**config.mk**
```make
export PLATFORM = sky130hd
export DESIGN_NAME = fft_modulus_reader
export DESIGN_NICKNAME = d
export VERILOG_FILES = /design/src/rtl/fft_pkg.sv /design/src/rtl/fft_skid_buf2.sv /design/src/rtl/fft_modulus_reader.sv
export SDC_FILE = /design/constraint.sdc
export NUM_CORES = 1
export LEC_CHECK = 0
export ABC_AREA = 1
export BUFFER_PORTS_ARGS = -buffer_cell sky130_fd_sc_hd__buf_2
export CAP_MARGIN = 20
export CELL_PAD_IN_SITES_DETAIL_PLACEMENT = 1
export CELL_PAD_IN_SITES_GLOBAL_PLACEMENT = 2
export CORE_MARGIN = 2
export CORE_UTILIZATION = 36
export CTS_CLUSTER_DIAMETER = 40
export DETAILED_ROUTE_END_ITERATION = 8
export GPL_TIMING_DRIVEN = 0
export PLACE_DENSITY_LB_ADDON = 0.1
export RECOVER_POWER = 100
export SYNTH_ARGS = -nofsm -noshare
export SYNTH_HDL_FRONTEND = slang
export SYNTH_SLANG_ARGS = --single-unit
export TNS_END_PERCENT = 100
```
**constraint.sdc**
```tcl
create_clock -name clk -period 4.9 [get_ports clk]
set_input_delay 0.245 -clock clk [delete_from_list [all_inputs] [get_ports clk]]
set_output_delay 0.245 -clock clk [all_outputs]
set_load 0.01 [all_outputs]
```
**src/rtl/fft_pkg.sv**
```systemverilog
// Shared constants and state encoding for the FFT modulus drain path.
package fft_pkg;

  // FIFO word layout and frame geometry
  localparam int FFT_DATA_W    = 73;
  localparam int FFT_DEPTH_W   = 12;
  localparam int FFT_FRAME_LEN = 1024;

  // Magnitude field: unsigned, sits in the low bits of each FIFO word
  localparam int FFT_MAG_W   = 32;
  localparam int FFT_MAG_LSB = 0;

  // Reader FSM encoding
  typedef logic [1:0] fft_state_t;
  localparam fft_state_t ST_IDLE   = 2'd0;
  localparam fft_state_t ST_WAIT   = 2'd1;
  localparam fft_state_t ST_STREAM = 2'd2;
  localparam fft_state_t ST_DRAIN  = 2'd3;

endpackage

```
**src/rtl/fft_skid_buf2.sv**
```systemverilog
// Two-entry skid buffer. Entries are written round-robin and the head entry
// is always presented on pop_data; occ reports how many entries are held.
module fft_skid_buf2
  import fft_pkg::*;
#(
  parameter int PAY_W = FFT_DATA_W + FFT_DEPTH_W + 1
) (
  input  logic             clk,
  input  logic             rst_n,
  input  logic             push,
  input  logic [PAY_W-1:0] push_data,
  input  logic             pop,
  output logic [PAY_W-1:0] pop_data,
  output logic [1:0]       occ
);

  logic       wr_ptr_reg;
  logic       rd_ptr_reg;
  logic [1:0] occ_reg;

  // One storage register per entry; cleared so the outputs read zero after reset
  generate
    for (genvar gi = 0; gi < 2; gi++) begin : g_entry
      logic [PAY_W-1:0] data_reg;

      // Capture the pushed payload when the write pointer selects this entry
      always_ff @(posedge clk or negedge rst_n) begin
        if (!rst_n) begin
          data_reg <= '0;
        end else if (push && (wr_ptr_reg == 1'(gi))) begin
          data_reg <= push_data;
        end
      end
    end
  endgenerate

  assign pop_data = rd_ptr_reg ? g_entry[1].data_reg : g_entry[0].data_reg;
  assign occ      = occ_reg;

  // Pointer and occupancy bookkeeping; a simultaneous push and pop keep occ
  always_ff @(posedge clk or negedge rst_n) begin
    if (!rst_n) begin
      wr_ptr_reg <= 1'b0;
      rd_ptr_reg <= 1'b0;
      occ_reg    <= 2'd0;
    end else begin
      if (push) begin
        wr_ptr_reg <= ~wr_ptr_reg;
      end
      if (pop) begin
        rd_ptr_reg <= ~rd_ptr_reg;
      end
      case ({push, pop})
        2'b10:   occ_reg <= occ_reg + 2'd1;
        2'b01:   occ_reg <= occ_reg - 2'd1;
        default: occ_reg <= occ_reg;
      endcase
    end
  end

endmodule

```
**src/rtl/fft_modulus_reader.sv**
```systemverilog
// Drain side of the FFT modulus FIFO: waits for a full frame, reads it out
// with a 1-cycle read latency into a 2-entry skid buffer, streams it on a
// valid/ready port and reports the frame's peak magnitude and its bin.
module fft_modulus_reader
  import fft_pkg::*;
#(
  parameter int DATA_W    = FFT_DATA_W,
  parameter int DEPTH_W   = FFT_DEPTH_W,
  parameter int FRAME_LEN = FFT_FRAME_LEN,
  parameter int MAG_W     = FFT_MAG_W
) (
  input  logic               clk,
  input  logic               rst_n,
  input  logic               start,
  output logic               fifo_rd_en,
  input  logic [DATA_W-1:0]  fifo_rd_data,
  input  logic               fifo_rd_empty,
  input  logic [DEPTH_W:0]   fifo_rd_water_level,
  output logic [DATA_W-1:0]  m_data,
  output logic               m_valid,
  input  logic               m_ready,
  output logic               m_last,
  output logic [DEPTH_W-1:0] m_index,
  output logic               busy,
  output logic               frame_done,
  output logic [MAG_W-1:0]   peak_mag,
  output logic [DEPTH_W-1:0] peak_index
);

  localparam int PAY_W = DATA_W + DEPTH_W + 1;
  localparam logic [DEPTH_W:0]   FRAME_LEN_C = (DEPTH_W + 1)'(FRAME_LEN);
  localparam logic [DEPTH_W:0]   LAST_ISSUE  = (DEPTH_W + 1)'(FRAME_LEN - 1);
  localparam logic [DEPTH_W-1:0] LAST_IDX    = DEPTH_W'(FRAME_LEN - 1);
  localparam logic [DEPTH_W:0]   ISSUE_ONE   = (DEPTH_W + 1)'(1);
  localparam logic [DEPTH_W-1:0] BIN_ONE     = DEPTH_W'(1);

  fft_state_t         state_reg;
  fft_state_t         state_next;
  logic [DEPTH_W:0]   issued_reg;
  logic               inflight_reg;
  logic [DEPTH_W-1:0] bin_reg;
  logic [MAG_W-1:0]   run_peak_reg;
  logic [MAG_W-1:0]   run_peak_next;
  logic [DEPTH_W-1:0] run_idx_reg;
  logic [DEPTH_W-1:0] run_idx_next;
  logic [MAG_W-1:0]   peak_mag_reg;
  logic [DEPTH_W-1:0] peak_idx_reg;
  logic               frame_done_reg;

  logic               start_accept;
  logic               push;
  logic               pop;
  logic               last_pop;
  logic               rd_en;
  logic [1:0]         occ;
  logic [2:0]         pending;
  logic [2:0]         limit;
  logic [PAY_W-1:0]   push_payload;
  logic [PAY_W-1:0]   head_payload;
  logic [MAG_W-1:0]   beat_mag;

  // busy stays up through the frame_done cycle so a coincident start is ignored
  assign busy         = (state_reg != ST_IDLE) | frame_done_reg;
  assign start_accept = start & ~busy;

  // Read data arrives the cycle after the strobe, so the registered strobe is the push
  assign push     = inflight_reg;
  assign pop      = m_valid & m_ready;
  assign last_pop = pop & m_last;

  // Words already committed to the buffer (stored + in flight) must leave room
  // for the one this read would add; a pop this cycle frees one slot.
  assign pending = {1'b0, occ} + {2'b00, inflight_reg};
  assign limit   = 3'd2 + {2'b00, pop};
  assign rd_en   = (state_reg == ST_STREAM) & (issued_reg < FRAME_LEN_C) &
                   ~fifo_rd_empty & (pending < limit);
  assign fifo_rd_en = rd_en;

  // The bin counter tags each word as it enters the buffer; m_last rides along
  assign push_payload = {(bin_reg == LAST_IDX), bin_reg, fifo_rd_data};

  fft_skid_buf2 #(
    .PAY_W(PAY_W)
  ) u_skid (
    .clk      (clk),
    .rst_n    (rst_n),
    .push     (push),
    .push_data(push_payload),
    .pop      (pop),
    .pop_data (head_payload),
    .occ      (occ)
  );

  assign m_valid  = (occ != 2'd0);
  assign m_data   = head_payload[DATA_W-1:0];
  assign m_index  = head_payload[DATA_W +: DEPTH_W];
  assign m_last   = head_payload[PAY_W-1];
  assign beat_mag = m_data[FFT_MAG_LSB +: MAG_W];

  assign frame_done = frame_done_reg;
  assign peak_mag   = peak_mag_reg;
  assign peak_index = peak_idx_reg;

  // Running peak including the beat accepted this cycle; strict compare keeps the earliest bin
  always_comb begin
    run_peak_next = run_peak_reg;
    run_idx_next  = run_idx_reg;
    if (pop && (beat_mag > run_peak_reg)) begin
      run_peak_next = beat_mag;
      run_idx_next  = m_index;
    end
  end

  // Frame sequencing: arm, wait for a full frame, issue reads, drain the tail
  always_comb begin
    state_next = state_reg;
    case (state_reg)
      ST_IDLE:   if (start_accept) state_next = ST_WAIT;
      ST_WAIT:   if (fifo_rd_water_level >= FRAME_LEN_C) state_next = ST_STREAM;
      ST_STREAM: if (rd_en && (issued_reg == LAST_ISSUE)) state_next = ST_DRAIN;
      ST_DRAIN:  if (last_pop) state_next = ST_IDLE;
      default:   state_next = ST_IDLE;
    endcase
  end

  // State, read-issue counter, in-flight flag and bin counter
  always_ff @(posedge clk or negedge rst_n) begin
    if (!rst_n) begin
      state_reg    <= ST_IDLE;
      issued_reg   <= '0;
      inflight_reg <= 1'b0;
      bin_reg      <= '0;
    end else begin
      state_reg    <= state_next;
      inflight_reg <= rd_en;
      if (start_accept) begin
        issued_reg <= '0;
        bin_reg    <= '0;
      end else begin
        if (rd_en) begin
          issued_reg <= issued_reg + ISSUE_ONE;
        end
        if (push) begin
          bin_reg <= bin_reg + BIN_ONE;
        end
      end
    end
  end

  // Peak tracking, frame_done pulse and the per-frame peak report
  always_ff @(posedge clk or negedge rst_n) begin
    if (!rst_n) begin
      run_peak_reg   <= '0;
      run_idx_reg    <= '0;
      peak_mag_reg   <= '0;
      peak_idx_reg   <= '0;
      frame_done_reg <= 1'b0;
    end else begin
      frame_done_reg <= (state_reg == ST_DRAIN) & last_pop;
      if (start_accept) begin
        run_peak_reg <= '0;
        run_idx_reg  <= '0;
      end else begin
        run_peak_reg <= run_peak_next;
        run_idx_reg  <= run_idx_next;
      end
      // Publish the finished frame so the report is ready alongside frame_done
      if ((state_reg == ST_DRAIN) && last_pop) begin
        peak_mag_reg <= run_peak_next;
        peak_idx_reg <= run_idx_next;
      end
    end
  end

endmodule

```
==> summary.md <==
| Metric | Value |
|---|---|
| Status | finished with violations |
| Failing checks | max-capacitance violations, max-slew violations |
| CP Capture Type | flop |
| Die ar. | 40030 µm² |
| Global-route usage over all layers | 23.42% |
| Synth Area per Inst | 8.146 µm² |
| Root Buffer | clkbuf_16 |
| Seq cells post-synth | 293 |
| Post-layout minimum cycle time | 4.098 ns |
| GPL Wtd Cong | 0.7985 |
| TritonCTS Buffers | 54 |
| Row cnt | 71 |
| Core area | 37760 µm² |
| CP Launch Type | flop |
| Initial Utilization | 36.66% |
| Cells after DPL | 2427 |
| Initial antenna violation count | 1 |
| Most common library cells after synthesis | 515 x nand2_1, 293 x dfrtp_1, 234 x o21ai_0 |
| PortBufs | 214 |
| Final core utilization | 47.68% |
| FMAX | 0.2440 GHz |
| Die width | 200.1 µm |
| Fill cell count | 4648 |
| Nets | 2179 |
| P&R area growth vs syn | 30.07% |
| # diodes | 0 |
| Mapped Cells | 1699 |
| Drt pass-1 iters | 4 |
| EDFF count, synth | 0 |
| Fin. Hold Viols | 0 |
| DP HPWL | 31560 µm |
| Min Hold Slack | 0.2944 ns |
| Fin cells | 2603 |
| Sink Count | 293 |
| Ys Warns | 0 |
| Detail Route Antenna Nets | 0 |
| Drt via density | 4.777 |
| DRC | 0 |
| H-tree depth | 2 |
| Top FF cell, synth | dfrtp_1 |
| Clock Pin Slew Worst Setup and Hold Paths | 0.05 ns |
| Max-cap violations | 1 |
| Syn Nets | 1831 |
| Largest net degree at the start of global routing | 90 |
| Max-slew violation count | 51 |
| Pin slew with the least headroom to its limit | 3.017 ns |
| Clock Skew | 0.02517 ns |
| Cts repair resizes | 0 |
| Area of the multi-input gates | 5224 µm² |
| Worst vdd ir | 296.9 µV |
| Clock Latency Late Sink | 0.59 ns |
| Initial DRC Count | 544 |
| Crit-path max FO | 10 |
| RSZ-0062 raised after global routing | false |
| Netlist cell types | 37 |
| Register area share after synthesis | 52.97% |
| Synth area leader | dfrtp_1 |
| Share of layout cells above drive strength 1 | 11.95% |
| Kind of critical path | reg2reg |
| Leakage | 9.344 nW |
| Total gr overflow | 0 |
| Most frequent cell after synthesis | nand2_1 |
| Via count | 12430 |
| Final cycle utilization of the critical path | 83.63% |
| Total power | 12.82 mW |
| Max reg flops | 172 |
| Die span in y | 200.1 µm |
| Synth area leaders | dfrtp_1 53%, nand2_1 14%, o21ai_0 8.5%, inv_1 5.7%, ha_1 3.7% |
| Global-route wire length before repair | 71950 µm |
| Hold WC Path Type | in2reg |
| CTS tree | done |
| Number of top-level pins | 225 |
| Async SR Flop Fraction | 100.0% |
| Yosys top cell area share | 52.97% |
| DP Area | 15640 µm² |
| Slew margin rel. | -101.2% |
| Setup Buffers After CTS | 0 |
| Power per cell area | 712.1 nW/µm² |
| Reg area | 7332 µm² |
| Final Cell Area | 18000 µm² |
| Crit path DAT | 4.54 ns |
| Worst Path Required | 5.35 ns |
| Wire length per cell after detailed routing | 17.49 µm |
| Synthesized cell area | 13840 µm² |
| CTS max path bufs | 3 |
| Finish-stage setup viols | 0 |
| Detailed Route WL | 45530 µm |
| Vias in the first global route | 13190 |
==> logic make-up (layout without fill, tap and decap cells) <==
kind of cell,Yosys count,in the layout,share of synthesized area [%]
DFF,293,293,52.97
adders and majority gates,41,41,3.706
AOI/OAI and AO/OA,269,269,9.917
and+or+nand+nor,793,793,24.50
xor gates and xnor gates,5,5,0.3165
buffers and inverters,298,691,8.588
==> through the flow <==
stage                     TNS (ns)  worst slack [ns]
final                            0            0.8021
after global routing             0            0.5110
after CTS                        0             1.170
after detailed placement         0             1.194
after global placement     -679.10            -2.364
after floorplan                  0             2.307
==> final timing paths <==
| path | from | to | slack [ns] | depth (start not counted) |
|---|---|---|---|---|
| worst max-delay path | u_skid.rd_ptr_reg$_DFFE_PN0P_ | peak_mag[26]$_DFFE_PN0P_ | 0.80 | 15 |
| min in group asynchronous | rst_n | peak_mag[18]$_DFFE_PN0P_ | 1.20 | 2 |
| worst min register to register | u_skid.g_entry[1].data_reg[15]$_DFFE_PN0P_ | u_skid.g_entry[1].data_reg[15]$_DFFE_PN0P_ | 0.47 | 2 |
| worst min-delay path | fifo_rd_empty | issued_reg[4]$_DFFE_PN0P_ | 0.29 | 5 |
| worst max register to register | u_skid.rd_ptr_reg$_DFFE_PN0P_ | peak_mag[26]$_DFFE_PN0P_ | 0.80 | 15 |
| max in group asynchronous | rst_n | u_skid.g_entry[1].data_reg[45]$_DFFE_PN0P_ | 1.82 | 4 |
==> what timing repair did <==
item                                    4_1_cts  5_1_grt
hold buffers                                 75        0
endpoints found under the setup margin        0        0
endpoints found under the hold margin       197        0
==> power by group <==
group / switching [mW] / internal, mW
Sequential: 0.413 / 3.31
Combinational: 3.51 / 1.72
Clock: 1.31 / 2.56
Total: 5.23 / 7.59
==> cell type report <==
| cell class | instances | share of cell area (%) |
|---|---|---|
| tap | 511 | 3.552 |
| inverter | 215 | 4.483 |
| clock inverter | 31 | 2.127 |
| buffer | 83 | 1.981 |
| timing repair buffer | 292 | 9.654 |
| clock buffer | 70 | 8.458 |
| sequential | 293 | 40.73 |
| multi-input combinational | 1108 | 29.02 |
==> cells in the final DEF, fill, tap and decap left out, types with 3 or more instances in the layout <==
master         synthesis  final
nor4_1                 3      3
nand3_1              100    101
clkbuf_1              48    205
xor2_1                 3      3
clkbuf_16              0     55
or2_2                 44     45
buf_16                 0      3
dfrtp_1              293    293
buf_2                 29     93
o21ai_0              234    235
clkinvlp_4             0      9
nand2_1              515    545
clkbuf_8               0      9
ha_1                  41     41
a21oi_1               27     27
clkinv_2               0      7
buf_6                  4      4
clkinv_4               0      7
nand4_1                4      4
nor2_1                71     71
nor3_1                13     14
bufinv_16              0      7
dlygate4sd3_1          0     75
inv_1                212    213
==> metal layers <==
metal	part of all wire (%)	global-route usage, %	vias to the layer above
li1	-	-	6039
met1	46	31.11	6094
met2	47	39.16	222
met3	4.5	4.587	77
met4	2.3	6.255	2
met5	0.029	0	-
==> critical path, stage by stage (launching register included) <==
cell,delay (ns)
dfrtp_1,0.40
clkbuf_1,0.52
clkbuf_1,0.70
o21ai_0,0.35
inv_1,0.21
ha_1,0.25
nand2_1,0.06
nor2_1,0.03
and2_1,0.18
nand3_2,0.11
nor2_2,0.08
nor2_4,0.32
buf_2,0.37
nand3_1,0.15
nand3_1,0.13
nand2_1,0.07
(Power assumes the default switching activity.)
